===== src/rtl/mem_init_pkg.sv =====
// Shared types and constants for the PicoRV32 native-bus command initiator.
package mem_init_pkg;

  typedef enum logic [1:0] {
    ST_IDLE = 2'd0,
    ST_REQ  = 2'd1,
    ST_RESP = 2'd2
  } mem_init_state_e;

  localparam int MEM_ADDR_W = 32;
  localparam int MEM_DATA_W = 32;
  localparam int MEM_STRB_W = 4;

  // Character-out MMIO register poked out-of-band during fuzz runs.
  localparam logic [MEM_ADDR_W-1:0] MEM_OUT_BYTE_ADDR = 32'h1000_0000;

endpackage


===== src/rtl/mem_init_watchdog.sv =====
// REQ-phase wait counter; flags an abort on the last waiting cycle before the limit.
module mem_init_watchdog #(
  parameter int TIMEOUT_CYCLES = 1024
) (
  input  logic clk,
  input  logic reset,
  input  logic active_i,
  input  logic ready_i,
  output logic expired_o
);

  localparam int CNT_W = $clog2(TIMEOUT_CYCLES + 1);

  logic [CNT_W-1:0] cnt_q;

  // Held at zero outside REQ, so every new transfer starts from a clean count.
  always_ff @(posedge clk) begin
    if (reset || !active_i) begin
      cnt_q <= '0;
    end else if (!ready_i) begin
      cnt_q <= cnt_q + CNT_W'(1);
    end
  end

  // A late mem_ready in the limit cycle wins over the abort.
  assign expired_o = active_i && !ready_i && (cnt_q == CNT_W'(TIMEOUT_CYCLES - 1));

endmodule


===== src/rtl/mem_initiator.sv =====
// Command-port to PicoRV32 native-bus initiator, one transfer outstanding at a time.
// Optional REQ timeout is built when MEM_INIT_TIMEOUT_EN is defined.
module mem_initiator
  import mem_init_pkg::*;
#(
  parameter int TIMEOUT_CYCLES = 1024
) (
  input  logic                  clk,
  input  logic                  reset,
  input  logic                  cmd_valid,
  output logic                  cmd_ready,
  input  logic                  cmd_write,
  input  logic [MEM_ADDR_W-1:0] cmd_addr,
  input  logic [MEM_DATA_W-1:0] cmd_wdata,
  input  logic [MEM_STRB_W-1:0] cmd_wstrb,
  output logic                  rsp_valid,
  input  logic                  rsp_ready,
  output logic [MEM_DATA_W-1:0] rsp_rdata,
  output logic                  rsp_err,
  output logic                  mem_valid,
  output logic                  mem_instr,
  output logic [MEM_ADDR_W-1:0] mem_addr,
  output logic [MEM_DATA_W-1:0] mem_wdata,
  output logic [MEM_STRB_W-1:0] mem_wstrb,
  input  logic                  mem_ready,
  input  logic [MEM_DATA_W-1:0] mem_rdata,
  output logic                  busy,
  output logic [1:0]            dbg_state_o
);

  // Handshakes: a transfer happens on a rising edge where valid and ready are both
  // high; cmd, rsp and mem ports all follow this rule, and valid never waits on ready.

  mem_init_state_e       state_q;
  logic                  cmd_ready_q;
  logic [MEM_ADDR_W-1:0] mem_addr_q;
  logic [MEM_DATA_W-1:0] mem_wdata_q;
  logic [MEM_STRB_W-1:0] mem_wstrb_q;
  logic [MEM_DATA_W-1:0] rsp_rdata_q;
  logic                  rsp_err_q;
  logic                  cmd_fire;
  logic                  zero_strb_wr;
  logic                  timeout;
  logic                  unused_addr_lsbs;

  assign cmd_fire         = cmd_valid && cmd_ready_q;
  assign zero_strb_wr     = cmd_write && (cmd_wstrb == '0);
  assign unused_addr_lsbs = ^cmd_addr[1:0];

`ifdef MEM_INIT_TIMEOUT_EN
  mem_init_watchdog #(
    .TIMEOUT_CYCLES(TIMEOUT_CYCLES)
  ) u_watchdog (
    .clk      (clk),
    .reset    (reset),
    .active_i (state_q == ST_REQ),
    .ready_i  (mem_ready),
    .expired_o(timeout)
  );
`else
  localparam int unused_timeout_cycles = TIMEOUT_CYCLES;
  assign timeout = 1'b0;
`endif

  always_ff @(posedge clk) begin
    if (reset) begin
      state_q     <= ST_IDLE;
      cmd_ready_q <= 1'b0;
      mem_addr_q  <= '0;
      mem_wdata_q <= '0;
      mem_wstrb_q <= '0;
      rsp_rdata_q <= '0;
      rsp_err_q   <= 1'b0;
    end else begin
      case (state_q)
        ST_IDLE: begin
          cmd_ready_q <= 1'b1;
          if (cmd_fire) begin
            cmd_ready_q <= 1'b0;
            mem_addr_q  <= {cmd_addr[MEM_ADDR_W-1:2], 2'b00};
            mem_wdata_q <= cmd_wdata;
            mem_wstrb_q <= cmd_write ? cmd_wstrb : '0;
            if (zero_strb_wr) begin
              state_q     <= ST_RESP;
              rsp_err_q   <= 1'b1;
              rsp_rdata_q <= '0;
            end else begin
              state_q <= ST_REQ;
            end
          end
        end
        ST_REQ: begin
          // Writes reaching REQ always carry a non-zero strobe, so it marks the direction.
          if (mem_ready) begin
            state_q     <= ST_RESP;
            rsp_err_q   <= 1'b0;
            rsp_rdata_q <= (mem_wstrb_q != '0) ? '0 : mem_rdata;
          end else if (timeout) begin
            state_q     <= ST_RESP;
            rsp_err_q   <= 1'b1;
            rsp_rdata_q <= '0;
          end
        end
        ST_RESP: begin
          if (rsp_ready) begin
            state_q     <= ST_IDLE;
            cmd_ready_q <= 1'b1;
          end
        end
        default: state_q <= ST_IDLE;
      endcase
    end
  end

  assign cmd_ready   = cmd_ready_q;
  assign mem_valid   = (state_q == ST_REQ);
  assign mem_instr   = 1'b0;
  assign mem_addr    = mem_addr_q;
  assign mem_wdata   = mem_wdata_q;
  assign mem_wstrb   = mem_wstrb_q;
  assign rsp_valid   = (state_q == ST_RESP);
  assign rsp_rdata   = rsp_rdata_q;
  assign rsp_err     = rsp_err_q;
  assign busy        = (state_q != ST_IDLE);
  assign dbg_state_o = state_q;

endmodule


===== config.mk =====
export PLATFORM = sky130hd
export DESIGN_NAME = mem_initiator
export DESIGN_NICKNAME = d
export VERILOG_FILES = /design/src/rtl/mem_init_pkg.sv /design/src/rtl/mem_init_watchdog.sv /design/src/rtl/mem_initiator.sv
export SDC_FILE = /design/constraint.sdc
export NUM_CORES = 1
export LEC_CHECK = 0
export CORE_UTILIZATION = 41
export CTS_CLUSTER_DIAMETER = 80
export CTS_CLUSTER_SIZE = 10
export DETAILED_ROUTE_END_ITERATION = 10
export GPL_TIMING_DRIVEN = 0
export HOLD_SLACK_MARGIN = 0.05
export PLACE_DENSITY = 0.8
export SETUP_SLACK_MARGIN = 0.1
export SLEW_MARGIN = 20
export SYNTH_ARGS = -nofsm -noshare
export SYNTH_HDL_FRONTEND = slang
export SYNTH_HIERARCHICAL = 1
export SYNTH_SLANG_ARGS = --single-unit

===== constraint.sdc =====
create_clock -name clk -period 1.9 [get_ports clk]
set_input_delay 0.57 -clock clk [delete_from_list [all_inputs] [get_ports clk]]
set_output_delay 0.57 -clock clk [all_outputs]
set_load 0.02 [all_outputs]

==> results of run 1 <==
[synthesized netlist by cell type, types with 2 or more instances]
library cell	number	area, µm²
buf_4	6	45.0
o211ai_2	30	375
buf_1	2	7.51
o211ai_1	2	15.0
nand2_1	128	480
a21oi_1	68	340
nor2_1	2	7.51
nand4b_1	32	280
clkbuf_1	26	97.6
buf_12	3	60.1
dfxtp_1	102	2040
nor2b_1	33	206
inv_1	3	11.3
buf_2	17	85.1
nand3_1	68	340
[power groups by stage]
stage               registers [mW]  clock network, mW  logic [mW]
finish                        2.36               1.50        1.22
global placement              2.41                  0        1.25
floorplan                     2.59                  0       0.440
detailed placement            2.42                  0        1.27
global route                  2.38               1.61        1.30
CTS                           2.36               1.52        1.18
[per-layer routing]
metal  GRT usage, %  wire length, µm  vias up
met3           4.72              929       39
met1           31.4             6000     2302
met2           41.0             6950      199
met4           13.5              525        0
met5              0                0        -
li1               -                -     2326
[worst max path at each step]
stage,start,slack (ns),cells past startpoint,endpoint
CTS,dbg_state_o[0],0.04,4,mem_valid
detailed placement,reset,-0.52,5,mem_wdata[30]
global placement,reset,-0.47,5,mem_wdata[0]
global route,cmd_valid,0.07,7,mem_addr[23]
floorplan,dbg_state_o[0],0.18,3,mem_valid
finish,cmd_wstrb[3],0.13,6,rsp_rdata[13]
[worst max-delay path: stages]
cell,delay (ns)
clkdlybuf4s50_1,0.44
or4_4,0.45
buf_8,0.16
buf_12,0.15
o211ai_2,0.14
nand3_1,0.11
[layout by cell type (no fill, tap or decap), types with 2 or more instances in the layout]
master             n
nand2_1          128
dlygate4sd2_1    104
clkdlybuf4s50_1  100
dfxtp_1           99
a21oi_1           68
nand3_1           68
nand4b_1          32
nor2b_1           32
o211ai_2          30
clkbuf_2          18
buf_4             15
buf_2             13
clkbuf_8           9
clkbuf_1           8
clkbuf_4           6
buf_12             4
buf_6              4
inv_1              3
conb_1             3
clkinv_2           3
o211ai_1           2
bufinv_16          2
dfxtp_4            2
[final cells by class]
type | count | share of cell area [%]
Timing Repair Buffer | 219 | 28.7
Clock inverter | 6 | 1.18
Buffer | 55 | 5.26
Clock buffer | 10 | 1.80
Inverter | 4 | 0.388
Sequential cell | 102 | 28.9
Multi-Input combinational cell | 380 | 31.3
Tap cell | 140 | 2.47
[registers in the layout, summed over array words and instances (netlist names)]
name / cells
mem_wdata: 32
dbg_state_o: 2
mem_wstrb: 4
mem_addr: 30
rsp_err: 1
cmd_ready: 1
rsp_rdata: 32
[kinds of logic (layout without fill, tap and decap cells)]
group	count (synthesis)	count (layout)	share of synthesized area [%]
buf+inv	59	294	7.08
other cells	1	3	0.0826
compound gates	105	105	17.1
flops	102	102	45.0
simple gates	272	272	30.8
[metrics by stage]
stage / setup TNS (ns) / power (mW) / util [%] / hold slack, ns / instance area (µm²)
2_1_floorplan: 0 / 3.03 / - / 0.533 / 4550
3_3_place_gp: -39.85 / 3.66 / 63.1 / 0.442 / 6810
3_5_place_dp: -43.84 / 3.69 / 63.1 / 0.446 / 6810
4_1_cts: 0 / 5.06 / 64.3 / 0.456 / 6940
5_1_grt: 0 / 5.29 / 65.7 / 0.471 / 7090
6_report: 0 / 5.08 / 65.7 / 0.454 / 7090
[what timing repair did]
action | CTS | global route
hold endpoints to repair | 0 | 0
gates resized for setup | 140 | 36
buffers inserted | 0 | 11
pin swaps | 2 | 2
endpoints found under the setup margin | 197 | 87
==> results.md, run 1 <==
* Yosys synthesis warning count at 6
* Result of the run: finished, final reports clean
* ANT nets after route at 0
* GRT Residual Overflow at 0
* Fraction of power consumed by combinational cells at 23.9%
* Reg area at 2050 µm²
* Wire per inst at 15.7 µm
* Final hold violations at 0
* Depth of the worst hold-timing path at 2
* Final GP Congestion at 0.818
* Pwr per Cell Area at 716 nW/µm²
* Number of inserted diodes at 0
* Number of port buffers at 208
* Average footprint of a synthesized cell at 8.43 µm²
* Final worst path period share at 93.1%
* Final setup violating endpoints at 0
* Headroom to the max-slew limit at 54.7%
* Relative area change from synthesis to final layout at 56.1%
* Path type of the worst setup path: in -> reg
* Share of synthesized area occupied by flip-flops and latches at 45.0%
* Synthesized cell area at 4540 µm²
* Die outline area at 11,500 µm²
* Internal power consumption at 3.59 mW
* RSZ-0062 raised after global routing: yes
* Switching Fraction at 29.2%
* Final #Nets at 877
* Sequential Power Share at 46.6%
* Worst-margin pin slew at 0.680 ns
* Most used flip-flop cell after synthesis: dfxtp_1
* Detailed placer's ending HPWL at 10,600 µm
* Crit path max fanout at 10
* Detail-routed via count per cell at 5.31
* Worst setup skew after layout at 0.00737 ns
* Kind of start point of the critical path: input port
* Final-layout fill cell count at 897
* Slack of the worst reg-to-reg path at 0.29 ns
* Global Route Usage Sum at 25.1%
* Pin count of the biggest net entering global routing at 17
* Min-Delay Startpoint: mem_wdata[6]
* Proportion of synthesized flip-flops having asynchronous set or reset at 0%
* Worst min path class: reg -> reg
* FP Rows at 38
* Library cell used as clock root buffer: clkbuf_8
* Iteration-0 DRC Markers at 200
* Crit Reg-Reg Endpoint: dbg_state_o[1]
* Beginning of the worst register-to-register path: dbg_state_o[1]
* Max capacitance violation total at 0
* First drt pass iteration count at 5
* Total DRC errors in the routed layout at 0
* Number of buffers created by CTS at 9
* Total placed cells including tap cells at 889
* Routed via count at 4,866
* Number of cells in the finished layout apart from fillers at 916
* Vertical extent of the die at 107 µm
* Fraction of final layout cells sized beyond drive strength 1 at 15.2%
* CP arrival at 2.03 ns
* Min cycle time layout at 1.77 ns
* I/O Pins at 214
* Clock network fraction of total power at 29.5%
* Die boundary width at 107 µm
* Number of H-tree levels at 3
* Post-Synthesis Cells at 539
* Kind of end point of the critical path: flip-flop
* Hold Buf Count CTS at 0
* Maximum ir drop on the vdd rail at 0.000429 V
* Global-route wire length before repair at 22,900 µm
* Starting utilization of the core area at 42.1%
* Synth Register Bits at 102
* Area of the core at 10,800 µm²
* TritonCTS clock tree: done
* Total area of multi-input combinational cells at 2220 µm²
* Antenna violations before repair at 0
* Total net switching power at 1.48 mW
* Fmax achieved at 565 MHz
* Leakage at 3.12 nW
* Number of cells on the worst reg-to-reg path at 6
* Number of pins exceeding their max-slew limit in the final report at 0
* Num Clock Sinks at 102
* Worst setup margin at 0.131 ns
* WP data required at 2.16 ns
* Worst Setup Slack post-DPL at -0.516 ns
* Total routed wirelength at 14,400 µm
* Number of synthesized flops with an enable pin at 0
* Vias in the first global route at 4,741
* Hold endpoint: mem_wdata[6]
* Post-synthesis cell type count at 32
* Clock latency on the worst-skew pair at 0.37 ns
* Clock-pin slew on the worst setup and hold paths at 0.10 ns
* Maximum count of clock buffers along a single path at 2
Power figures use the tool's default switching activity.
==> inputs of run 2 (changes only) <==
--- a/config.mk
+++ b/config.mk
@@ -5,13 +5,15 @@
 export SDC_FILE = /design/constraint.sdc
 export NUM_CORES = 1
 export LEC_CHECK = 0
-export CORE_UTILIZATION = 41
+export CELL_PAD_IN_SITES_DETAIL_PLACEMENT = 1
+export CELL_PAD_IN_SITES_GLOBAL_PLACEMENT = 2
+export CORE_UTILIZATION = 22
 export CTS_CLUSTER_DIAMETER = 80
 export CTS_CLUSTER_SIZE = 10
 export DETAILED_ROUTE_END_ITERATION = 10
 export GPL_TIMING_DRIVEN = 0
 export HOLD_SLACK_MARGIN = 0.05
-export PLACE_DENSITY = 0.8
+export PLACE_DENSITY_LB_ADDON = 0.1
 export SETUP_SLACK_MARGIN = 0.1
 export SLEW_MARGIN = 20
 export SYNTH_ARGS = -nofsm -noshare
==> results.md, run 2 (synthesized netlist as in run 1, its figures left out) <==
* Result of the run: finished, final reports clean (unchanged)
* Final-layout fill cell count at 2,405 (was 897)
* Post-detailed-placement cell area at 6970 µm² (was 6810 µm²)
* Vertical extent of the die at 146 µm (was 107 µm)
* Kind of end point of the critical path: flip-flop (unchanged)
* Total DRC errors in the routed layout at 0 (unchanged)
* Total routed wirelength at 17,800 µm (was 14,400 µm)
* Most frequent cells in the layout: nand2_1 (128), dlygate4sd2_1 (105), dfxtp_1 (99), clkdlybuf4s50_1 (98) (was nand2_1 (128), dlygate4sd2_1 (104), clkdlybuf4s50_1 (100), dfxtp_1 (99))
* Worst-margin pin slew at 0.717 ns (was 0.680 ns)
* Number of H-tree levels at 3 (unchanged)
* Most frequent standard cell in the layout excluding fill and tap cells: nand2_1 (unchanged)
* Starting utilization of the core area at 22.4% (was 42.1%)
* Final GP Congestion at 0.732 (was 0.818)
* Path type of the worst setup path: in -> reg (unchanged)
* FP Rows at 52 (was 38)
* Reg area at 2050 µm² (unchanged)
* Global Route Usage Sum at 16.9% (was 25.1%)
* Max capacitance violation total at 0 (unchanged)
* Clock latency on the worst-skew pair at 0.35 ns (was 0.37 ns)
* Headroom to the max-slew limit at 52.2% (was 54.7%)
* First drt pass iteration count at 4 (was 5)
* Final worst path period share at 93.4% (was 93.1%)
* Die outline area at 21,200 µm² (was 11,500 µm²)
* Final hold violations at 0 (unchanged)
* Min cycle time layout at 1.77 ns (about the same)
* Final #Nets at 877 (unchanged)
* Final setup violating endpoints at 0 (unchanged)
* Area of the core at 20,200 µm² (was 10,800 µm²)
* Crit path max fanout at 7 (was 10)
* CP max stage cell: or4_4 (unchanged)
* GRT Residual Overflow at 0 (unchanged)
* Maximum count of clock buffers along a single path at 2 (unchanged)
* Leakage at 3.20 nW (was 3.12 nW)
* Clock-pin slew on the worst setup and hold paths at 0.07 ns (was 0.10 ns)
* Detailed placer's ending HPWL at 13,300 µm (was 10,600 µm)
* Iteration-0 DRC Markers at 136 (was 200)
* Die boundary width at 146 µm (was 107 µm)
* Antenna violations before repair at 0 (unchanged)
* Pin count of the biggest net entering global routing at 20 (was 17)
* WP data required at 2.14 ns (was 2.16 ns)
* I/O Pins at 214 (unchanged)
* Worst min path class: reg -> reg (unchanged)
* Routed via count at 4,727 (was 4,866)
* ANT nets after route at 0 (unchanged)
* Sequence of cells on the critical path: dlygate4sd2_1, or4_4, buf_12, bufbuf_16, o211ai_2, nand3_1 (was clkdlybuf4s50_1, or4_4, buf_8, buf_12, o211ai_2, nand3_1)
* RSZ-0062 raised after global routing: no (was yes)
* CP arrival at 2.01 ns (was 2.03 ns)
* Cell family with most CP delay: buffers and inverters (unchanged)
* Number of pins exceeding their max-slew limit in the final report at 0 (unchanged)
* Total power after layout at 5.61 mW (was 5.08 mW)
* Total area of multi-input combinational cells at 2230 µm² (was 2220 µm²)
* Wire per inst at 17.0 µm (was 15.7 µm)
* Detail-routed via count per cell at 4.52 (was 5.31)
* TritonCTS clock tree: done (unchanged)
* Fmax achieved at 564 MHz (was 565 MHz)
* Num Clock Sinks at 102 (unchanged)
* Global-route wire length before repair at 28,000 µm (was 22,900 µm)
* Pwr per Cell Area at 757 nW/µm² (was 716 nW/µm²)
* Max stage delay on crit path at 0.54 ns (was 0.45 ns)
* Number of port buffers at 208 (unchanged)
* Relative area change from synthesis to final layout at 63.4% (was 56.1%)
* Fraction of final layout cells sized beyond drive strength 1 at 15.7% (was 15.2%)
* Kind of start point of the critical path: input port (unchanged)
* Number of buffers created by CTS at 9 (unchanged)
* Number of inserted diodes at 0 (unchanged)
* Number of buffers and inverters on the critical path at 3 (unchanged)
* Maximum ir drop on the vdd rail at 0.000375 V (was 0.000429 V)
* Vias in the first global route at 4,990 (was 4,741)
* Library cell used as clock root buffer: clkbuf_16 (was clkbuf_8)
* Post-route cell area at 7420 µm² (was 7090 µm²)
* Worst setup skew after layout at 0.00705 ns (was 0.00737 ns)
* Post-route setup TNS at 0 ns (unchanged)
-- run 2: timing repair --
item / CTS / global route
hold buffers: 0 / 0
pin swaps: 4 / 1
setup buffers: 4 / 8
gates resized for setup: 161 / 30
setup endpoints to repair: 205 / 88
gates cloned: 1 / 0
-- run 2: final timing paths --
| kind | from | to | slack, ns | cells after the start |
|---|---|---|---|---|
| max | cmd_wstrb[1] | rsp_rdata[24] | 0.13 | 6 |
| min | mem_wdata[30] | mem_wdata[30] | 0.45 | 2 |
| max reg2reg | dbg_state_o[1] | rsp_rdata[18] | 0.37 | 5 |
| min reg2reg | mem_wdata[30] | mem_wdata[30] | 0.45 | 2 |
-- run 2: layout make-up --
cell class	count	share of cell area (%)
Buffer	53	5.38
Clock buffer	10	3.22
Clock inverter	6	0.978
Inverter	4	0.371
Multi-Input combinational cell	380	30.0
Sequential cell	102	27.6
Tap cell	270	4.55
Timing Repair Buffer	221	27.9
-- run 2: per-layer routing --
layer | GRT usage [%] | vias up | routed length, µm
met4 | 6.26 | 0 | 400
li1 | - | 2327 | -
met3 | 3.98 | 23 | 1040
met5 | 0 | - | 0
met1 | 21.5 | 2220 | 7990
met2 | 27.8 | 157 | 8320
-- run 2: metrics by stage --
stage,setup slack [ns],instances,util [%],hold slack [ns]
global placement,-0.640,1019,34.5,0.442
CTS,0.0496,1039,36.1,0.457
finish,0.126,1046,36.7,0.453
floorplan,0.184,541,-,0.533
global route,0.0906,1046,36.7,0.479
detailed placement,-0.672,1019,34.5,0.448
-- run 2: power breakdown --
part	internal [mW]	leakage (nW)	total [mW]	switching (mW)
sequential	2.29	0.832	2.37	0.0813
clock	1.08	0.151	2.00	0.921
combinational	0.578	2.22	1.25	0.669
total	3.94	3.20	5.61	1.67
-- run 2: tightest hold or removal path, cell delays in order (launching register included) --
cell and delay (ns):
dfxtp_1 0.31, nand2_1 0.05, a21oi_1 0.05
